<file path="src/rtl/bullet_pool.sv">
// Pool of up to NUM_SLOTS player bullets. On each frame step every active slot is
// erased, moved up, collision-checked against the enemy grid and redrawn as a pixel stream.
module bullet_pool #(
    parameter int          NUM_SLOTS = 4,
    parameter int          X_W       = 9,
    parameter int          Y_W       = 8,
    parameter int          BULLET_W  = 1,
    parameter int          BULLET_H  = 4,
    parameter int          SPEED     = 2,
    parameter int          E_COLS    = 9,
    parameter int          E_ROWS    = 2,
    parameter int          E_PITCH_X = 28,
    parameter int          E_PITCH_Y = 25,
    parameter int          E_W       = 20,
    parameter int          E_H       = 16,
    parameter logic [2:0]  B_COLOUR  = 3'b101,
    localparam int         KI_W      = (E_ROWS * E_COLS > 1) ? $clog2(E_ROWS * E_COLS) : 1
) (
    input  logic                       clk,
    input  logic                       reset,
    input  logic                       fire,
    input  logic [X_W-1:0]             fire_x,
    input  logic [Y_W-1:0]             fire_y,
    output logic                       fire_accepted,
    input  logic                       step,
    output logic                       busy,
    output logic                       done,
    input  logic [X_W-1:0]             anchor_x,
    input  logic [Y_W-1:0]             anchor_y,
    input  logic [E_ROWS*E_COLS-1:0]   alive_in,
    output logic                       kill_valid,
    output logic [KI_W-1:0]            kill_index,
    output logic                       pix_valid,
    output logic [X_W-1:0]             pix_x,
    output logic [Y_W-1:0]             pix_y,
    output logic [2:0]                 pix_colour,
    output logic [NUM_SLOTS-1:0]       active_mask
);

    localparam int SW = (NUM_SLOTS > 1) ? $clog2(NUM_SLOTS) : 1;
    localparam int CW = (BULLET_W > 1) ? $clog2(BULLET_W) : 1;
    localparam int RW = (BULLET_H > 1) ? $clog2(BULLET_H) : 1;
    localparam int XE = X_W + 2;
    localparam int YE = Y_W + 2;

    typedef enum logic [2:0] {IDLE, SEL, ERASE, MOVE, CHECK, DRAW, DONE} state_t;

    state_t               state;
    logic [SW-1:0]        s;
    logic [X_W-1:0]       x_r [NUM_SLOTS];
    logic [Y_W-1:0]       y_r [NUM_SLOTS];
    logic [NUM_SLOTS-1:0] active;
    logic [CW-1:0]        pc;
    logic [RW-1:0]        pr;

    logic                 free_found;
    logic [SW-1:0]        free_idx;
    logic [SW-1:0]        slot_cand;
    logic                 last_slot;
    logic                 raster_last;
    logic [CW-1:0]        nxt_pc;
    logic [RW-1:0]        nxt_pr;
    logic                 hit;
    logic [KI_W-1:0]      hit_idx;
    logic [KI_W-1:0]      cand;
    logic [XE-1:0]        bx;
    logic [YE-1:0]        by;

    assign busy        = (state != IDLE);
    assign active_mask = active;
    assign last_slot   = (s == SW'(NUM_SLOTS - 1));
    assign bx          = XE'(x_r[s]);
    assign by          = YE'(y_r[s]);

    always_comb begin
        free_found = 1'b0;
        free_idx   = '0;
        slot_cand  = '0;
        for (int unsigned i = 0; i < NUM_SLOTS; i++) begin
            slot_cand = SW'(i);
            if (!free_found && !active[slot_cand]) begin
                free_found = 1'b1;
                free_idx   = slot_cand;
            end
        end
    end

    // Row-major raster walk: column counter wraps into the row counter.
    always_comb begin
        raster_last = (pc == CW'(BULLET_W - 1)) && (pr == RW'(BULLET_H - 1));
        if (pc == CW'(BULLET_W - 1)) begin
            nxt_pc = '0;
            nxt_pr = pr + 1'b1;
        end else begin
            nxt_pc = pc + 1'b1;
            nxt_pr = pr;
        end
    end

    // Bounds widened by two bits so anchor + offset never wraps; first match is lowest index.
    always_comb begin
        hit     = 1'b0;
        hit_idx = '0;
        cand    = '0;
        for (int unsigned r = 0; r < E_ROWS; r++) begin
            for (int unsigned c = 0; c < E_COLS; c++) begin
                cand = KI_W'(r * E_COLS + c);
                if (!hit && alive_in[cand]
                    && (bx >= XE'(anchor_x) + XE'(c * E_PITCH_X))
                    && (bx <= XE'(anchor_x) + XE'(c * E_PITCH_X + E_W - 1))
                    && (by >= YE'(anchor_y) + YE'(r * E_PITCH_Y))
                    && (by <= YE'(anchor_y) + YE'(r * E_PITCH_Y + E_H - 1))) begin
                    hit     = 1'b1;
                    hit_idx = cand;
                end
            end
        end
    end

    always_ff @(posedge clk) begin
        if (reset) begin
            state         <= IDLE;
            s             <= '0;
            x_r           <= '{default: '0};
            y_r           <= '{default: '0};
            active        <= '0;
            pc            <= '0;
            pr            <= '0;
            fire_accepted <= 1'b0;
            done          <= 1'b0;
            kill_valid    <= 1'b0;
            kill_index    <= '0;
            pix_valid     <= 1'b0;
            pix_x         <= '0;
            pix_y         <= '0;
            pix_colour    <= '0;
        end else begin
            fire_accepted <= 1'b0;
            done          <= 1'b0;
            kill_valid    <= 1'b0;
            kill_index    <= '0;
            case (state)
                IDLE: begin
                    if (fire && free_found) begin
                        active[free_idx] <= 1'b1;
                        x_r[free_idx]    <= fire_x;
                        y_r[free_idx]    <= fire_y;
                        fire_accepted    <= 1'b1;
                    end
                    if (step) begin
                        state <= SEL;
                        s     <= '0;
                    end
                end
                SEL: begin
                    if (active[s]) begin
                        state      <= ERASE;
                        pc         <= '0;
                        pr         <= '0;
                        pix_valid  <= 1'b1;
                        pix_x      <= x_r[s];
                        pix_y      <= y_r[s];
                        pix_colour <= '0;
                    end else if (last_slot) begin
                        state <= DONE;
                        done  <= 1'b1;
                    end else begin
                        s <= s + 1'b1;
                    end
                end
                ERASE, DRAW: begin
                    if (!raster_last) begin
                        pc    <= nxt_pc;
                        pr    <= nxt_pr;
                        pix_x <= x_r[s] + X_W'(nxt_pc);
                        pix_y <= y_r[s] + Y_W'(nxt_pr);
                    end else begin
                        pix_valid  <= 1'b0;
                        pix_x      <= '0;
                        pix_y      <= '0;
                        pix_colour <= '0;
                        if (state == ERASE) begin
                            state <= MOVE;
                        end else if (last_slot) begin
                            state <= DONE;
                            done  <= 1'b1;
                        end else begin
                            state <= SEL;
                            s     <= s + 1'b1;
                        end
                    end
                end
                MOVE: begin
                    if (y_r[s] < Y_W'(SPEED)) begin
                        active[s] <= 1'b0;
                        if (last_slot) begin
                            state <= DONE;
                            done  <= 1'b1;
                        end else begin
                            state <= SEL;
                            s     <= s + 1'b1;
                        end
                    end else begin
                        y_r[s] <= y_r[s] - Y_W'(SPEED);
                        state  <= CHECK;
                    end
                end
                CHECK: begin
                    if (hit) begin
                        kill_valid <= 1'b1;
                        kill_index <= hit_idx;
                        active[s]  <= 1'b0;
                        if (last_slot) begin
                            state <= DONE;
                            done  <= 1'b1;
                        end else begin
                            state <= SEL;
                            s     <= s + 1'b1;
                        end
                    end else begin
                        state      <= DRAW;
                        pc         <= '0;
                        pr         <= '0;
                        pix_valid  <= 1'b1;
                        pix_x      <= x_r[s];
                        pix_y      <= y_r[s];
                        pix_colour <= B_COLOUR;
                    end
                end
                DONE: begin
                    state <= IDLE;
                end
                default: begin
                    state <= IDLE;
                end
            endcase
        end
    end

endmodule

</file>
<file path="config.mk">
export PLATFORM = sky130hd
export DESIGN_NAME = bullet_pool
export DESIGN_NICKNAME = d
export VERILOG_FILES = /design/src/rtl/bullet_pool.sv
export SDC_FILE = /design/constraint.sdc
export NUM_CORES = 1
export LEC_CHECK = 0
export BUFFER_PORTS_ARGS = -buffer_cell sky130_fd_sc_hd__buf_4
export CORE_AREA = 4 4 152 154
export DETAILED_ROUTE_END_ITERATION = 8
export DIE_AREA = 0 0 156 158
export PLACE_DENSITY = 0.65
export SYNTH_ARGS = -nofsm -noshare
export SYNTH_HDL_FRONTEND = slang
export SYNTH_SLANG_ARGS = --single-unit
</file>
<file path="constraint.sdc">
create_clock -name clk -period 7.4 [get_ports clk]
set_input_delay 1.85 -clock clk [delete_from_list [all_inputs] [get_ports clk]]
set_output_delay 1.85 -clock clk [all_outputs]
set_load 0.01 [all_outputs]
</file>
==> run_results.csv <==
group,metric,value,unit
route,drc,0,
placed_design,place_congestion,0.977,
sta,rsz0062_at_grt,"no",
route,wl_per_cell,20.0,um
sta,min_period,6.35,ns
cts,clock_sinks,106,
sta,finClkSkew,0.00917,ns
yosys,ys_types,83,
layout,fill_cells,2055,
cts,ctsHoldBuffers,0,
outcome,status,"finished, final reports clean",
yosys,ys.flop_type,"dfxtp_1",
layout,design_area,0.0118,mm^2
job,max_cap_viol_count,0,
layout,areaGrowthSynthToFinish,10.1,%
power,power,2.99,mW
layout,layout-drive-gt1-share,0.112,
setup_path,crit_required,7.58,ns
route,finalWirelength,32300,um
layout,final_cell_mix,"ha_1 (166), nor2_1 (133), dfxtp_1 (106)",
setup_path,cp-start-kind,"input pin",
die,coreArea,0.0217,mm^2
yosys,yosys_warnings,0,
cts,cts_tree,"done",
sta,setup_viol,0,
placed_design,dp_slack,0.833,ns
cts,clk_latency,0.36,ns
cts,cts-root-buf,"clkbuf_16",
yosys,syn_inst,1292,
power,power_density,254,mW/mm^2
cts,cts_buffers,9,
sta,period_share,0.858,
die,die_w,156,um
route,detail-route-antenna-nets,0,
layout,final_common_cell,"ha_1",
placed_design,port_buffers,88,
cts,cts-resized-gates,0,
power,irDropWorstVdd,0.000201,V
placed_design,post-dp-hpwl,24100,um
sta,fmax,158,MHz
setup_path,critPathBufInv,2,
sta,worst_slack,1.05,ns
cts,clockBufferDepth,2,
yosys,synth_edf_count,0,
sta,drv_slew,0,
layout,final-seq-area,0.00212,mm^2
route,routed_via_density,6.10,
die,rows,54,
yosys,seq_area_frac_synth,0.199,
setup_path,cp_max_fo,15,
die,initial_core_util,0.493,
power,power_leakage,4.97,nW
cts,path_clk_slew,0.07,ns
sta,worstMarginPinSlew,1.15,ns
setup_path,slowest_stage,"nor4b_1",
global_routing,grt_pass1_wl,51500,um
setup_path,crit_path_cell_trace,"buf_4 -> inv_1 -> ha_1 -> o31a_1 -> o21ai_0 -> a21oi_1 -> a21oi_1 -> ha_1 -> a2111oi_0 -> o21ai_0 -> o22ai_1 -> a211oi_1 -> nor4b_1 -> nand3_1 -> o2111a_1 -> and3b_1 -> a221oi_1 -> a221oi_1",
global_routing,antenna_found_initial,0,
setup_path,crit_arrival,6.52,ns
route,dr.pass1.iters,6,
layout,multi_input_area,0.00802,mm^2
die,die_y,158,um
layout,finalNetCount,1559,
yosys,synthArstFlopShare,0,
yosys,synth_area,0.0107,mm^2
global_routing,grt-ovfl-total,0,
layout,diodes,0,
placed_design,placed_area,0.0115,mm^2
route,vias,9878,
setup_path,crit_type,"in2reg",
sta,relSlewSlack,0.229,
setup_path,cp-end-kind,"flip-flop",
cts,htree_levels,3,
global_routing,grt_pass1_vias,9389,
hold_path,min_path_type,"reg2reg",
yosys,syn-num-nets,1515,
global_routing,grt_util_all_layers,0.260,
sta,hold_violations,0,
route,drt_iter0_drc,857,
yosys,synth-seq-cells,106,
sta,final.setup.tns,0,ns
yosys,avgSynthCellArea,8.27,um^2
setup_path,slowest_delay,0.68,ns
global_routing,grt_start_max_net_pins,105,
setup_path,crit_family,"compound AO/OA/AOI/OAI gates",
die,ios,90,
die,dieArea,0.0246,mm^2
cts,post-cts-setup-buffer-count,0,
## cells by family (layout without fill, tap and decap cells)
kind of cell             after synthesis  in the layout  share of synthesized area
AND/OR/NAND/NOR                      391            391                      0.177
AO/OA/AOI/OAI                        330            330                      0.211
XOR/XNOR                              97             97                     0.0795
adder cells (fa/ha/maj)              167            167                      0.196
buffers and inverters                130            178                     0.0504
flip-flops                           106            106                      0.199
other                                  1              1                   0.000351
multiplexers                          70             70                     0.0867
## final timing paths
path | startpoint | end | slack, ns | cells after the start
worst max-delay path | anchor_x[4] | active_mask[2] | 1.05 | 18
worst min-delay path | pix_y[6] | pix_y[6] | 0.48 | 2
worst max register to register | s[0] | done | 1.93 | 12
worst min register to register | pix_y[6] | pix_y[6] | 0.48 | 2
## per-layer routing
layer | vias up | track usage | part of all wire
met4 | 0 | 0.0646 | 0.022
met2 | 399 | 0.411 | 0.44
met3 | 56 | 0.0350 | 0.069
met5 | - | 0 | 0
li1 | 4804 | - | -
met1 | 4619 | 0.376 | 0.47
## worst min-delay path, delay by kind of cell (launching register included)
| kind | cells | cell delay (ns) |
|---|---|---|
| flops | 1 | 0.31 |
| mux | 1 | 0.06 |
| simple gates | 1 | 0.06 |
## report_power, final
| group | internal, mW | switching, mW |
|---|---|---|
| Sequential | 0.648 | 0.0902 |
| Combinational | 0.693 | 1.06 |
| Clock | 0.265 | 0.235 |
| Total | 1.61 | 1.38 |
## per-stage QoR
| stage | util | hold WS (ns) | cells |
|---|---|---|---|
| 5_1_grt | 0.542 | 0.516 | 1620 |
| 3_3_place_gp | 0.529 | 0.467 | 1605 |
| 2_1_floorplan | - | 0.455 | 1292 |
| 3_5_place_dp | 0.529 | 0.466 | 1605 |
| 6_report | 0.542 | 0.480 | 1620 |
| 4_1_cts | 0.542 | 0.485 | 1620 |
## registers in the layout, indices dropped and copies added, names as in the netlist
signal         flops
pr                 2
pix_valid          1
y_r               32
done               1
kill_valid         1
pix_colour         1
pix_y              8
x_r               36
fire_accepted      1
pix_x              9
kill_index         5
s                  2
state              3
active_mask        4
## cells in the mapped netlist (all sizes together) (18+ instances only)
cell type	instances	share of area
nand2b	26	0.015
clkbuf	41	0.014
mux2i	52	0.049
ha	166	0.19
nor3	31	0.015
nand2	89	0.032
mux4	18	0.038
a21oi	87	0.041
a21o	20	0.014
inv	66	0.023
o21ai	37	0.018
buf	21	0.012
xnor2	87	0.071
a211oi	52	0.037
a22oi	27	0.019
nand3	28	0.013
dfxtp	106	0.20
nor2	133	0.047
## area by class of cell
| type | instances | area share |
|---|---|---|
| Clock buffer | 9 | 0.0191 |
| Clock inverter | 6 | 0.00628 |
| Timing Repair Buffer | 95 | 0.0606 |
| Sequential cell | 106 | 0.180 |
| Multi-Input combinational cell | 1056 | 0.682 |
| Inverter | 68 | 0.0217 |
| Tap cell | 280 | 0.0298 |
(Power assumes the default switching activity.)
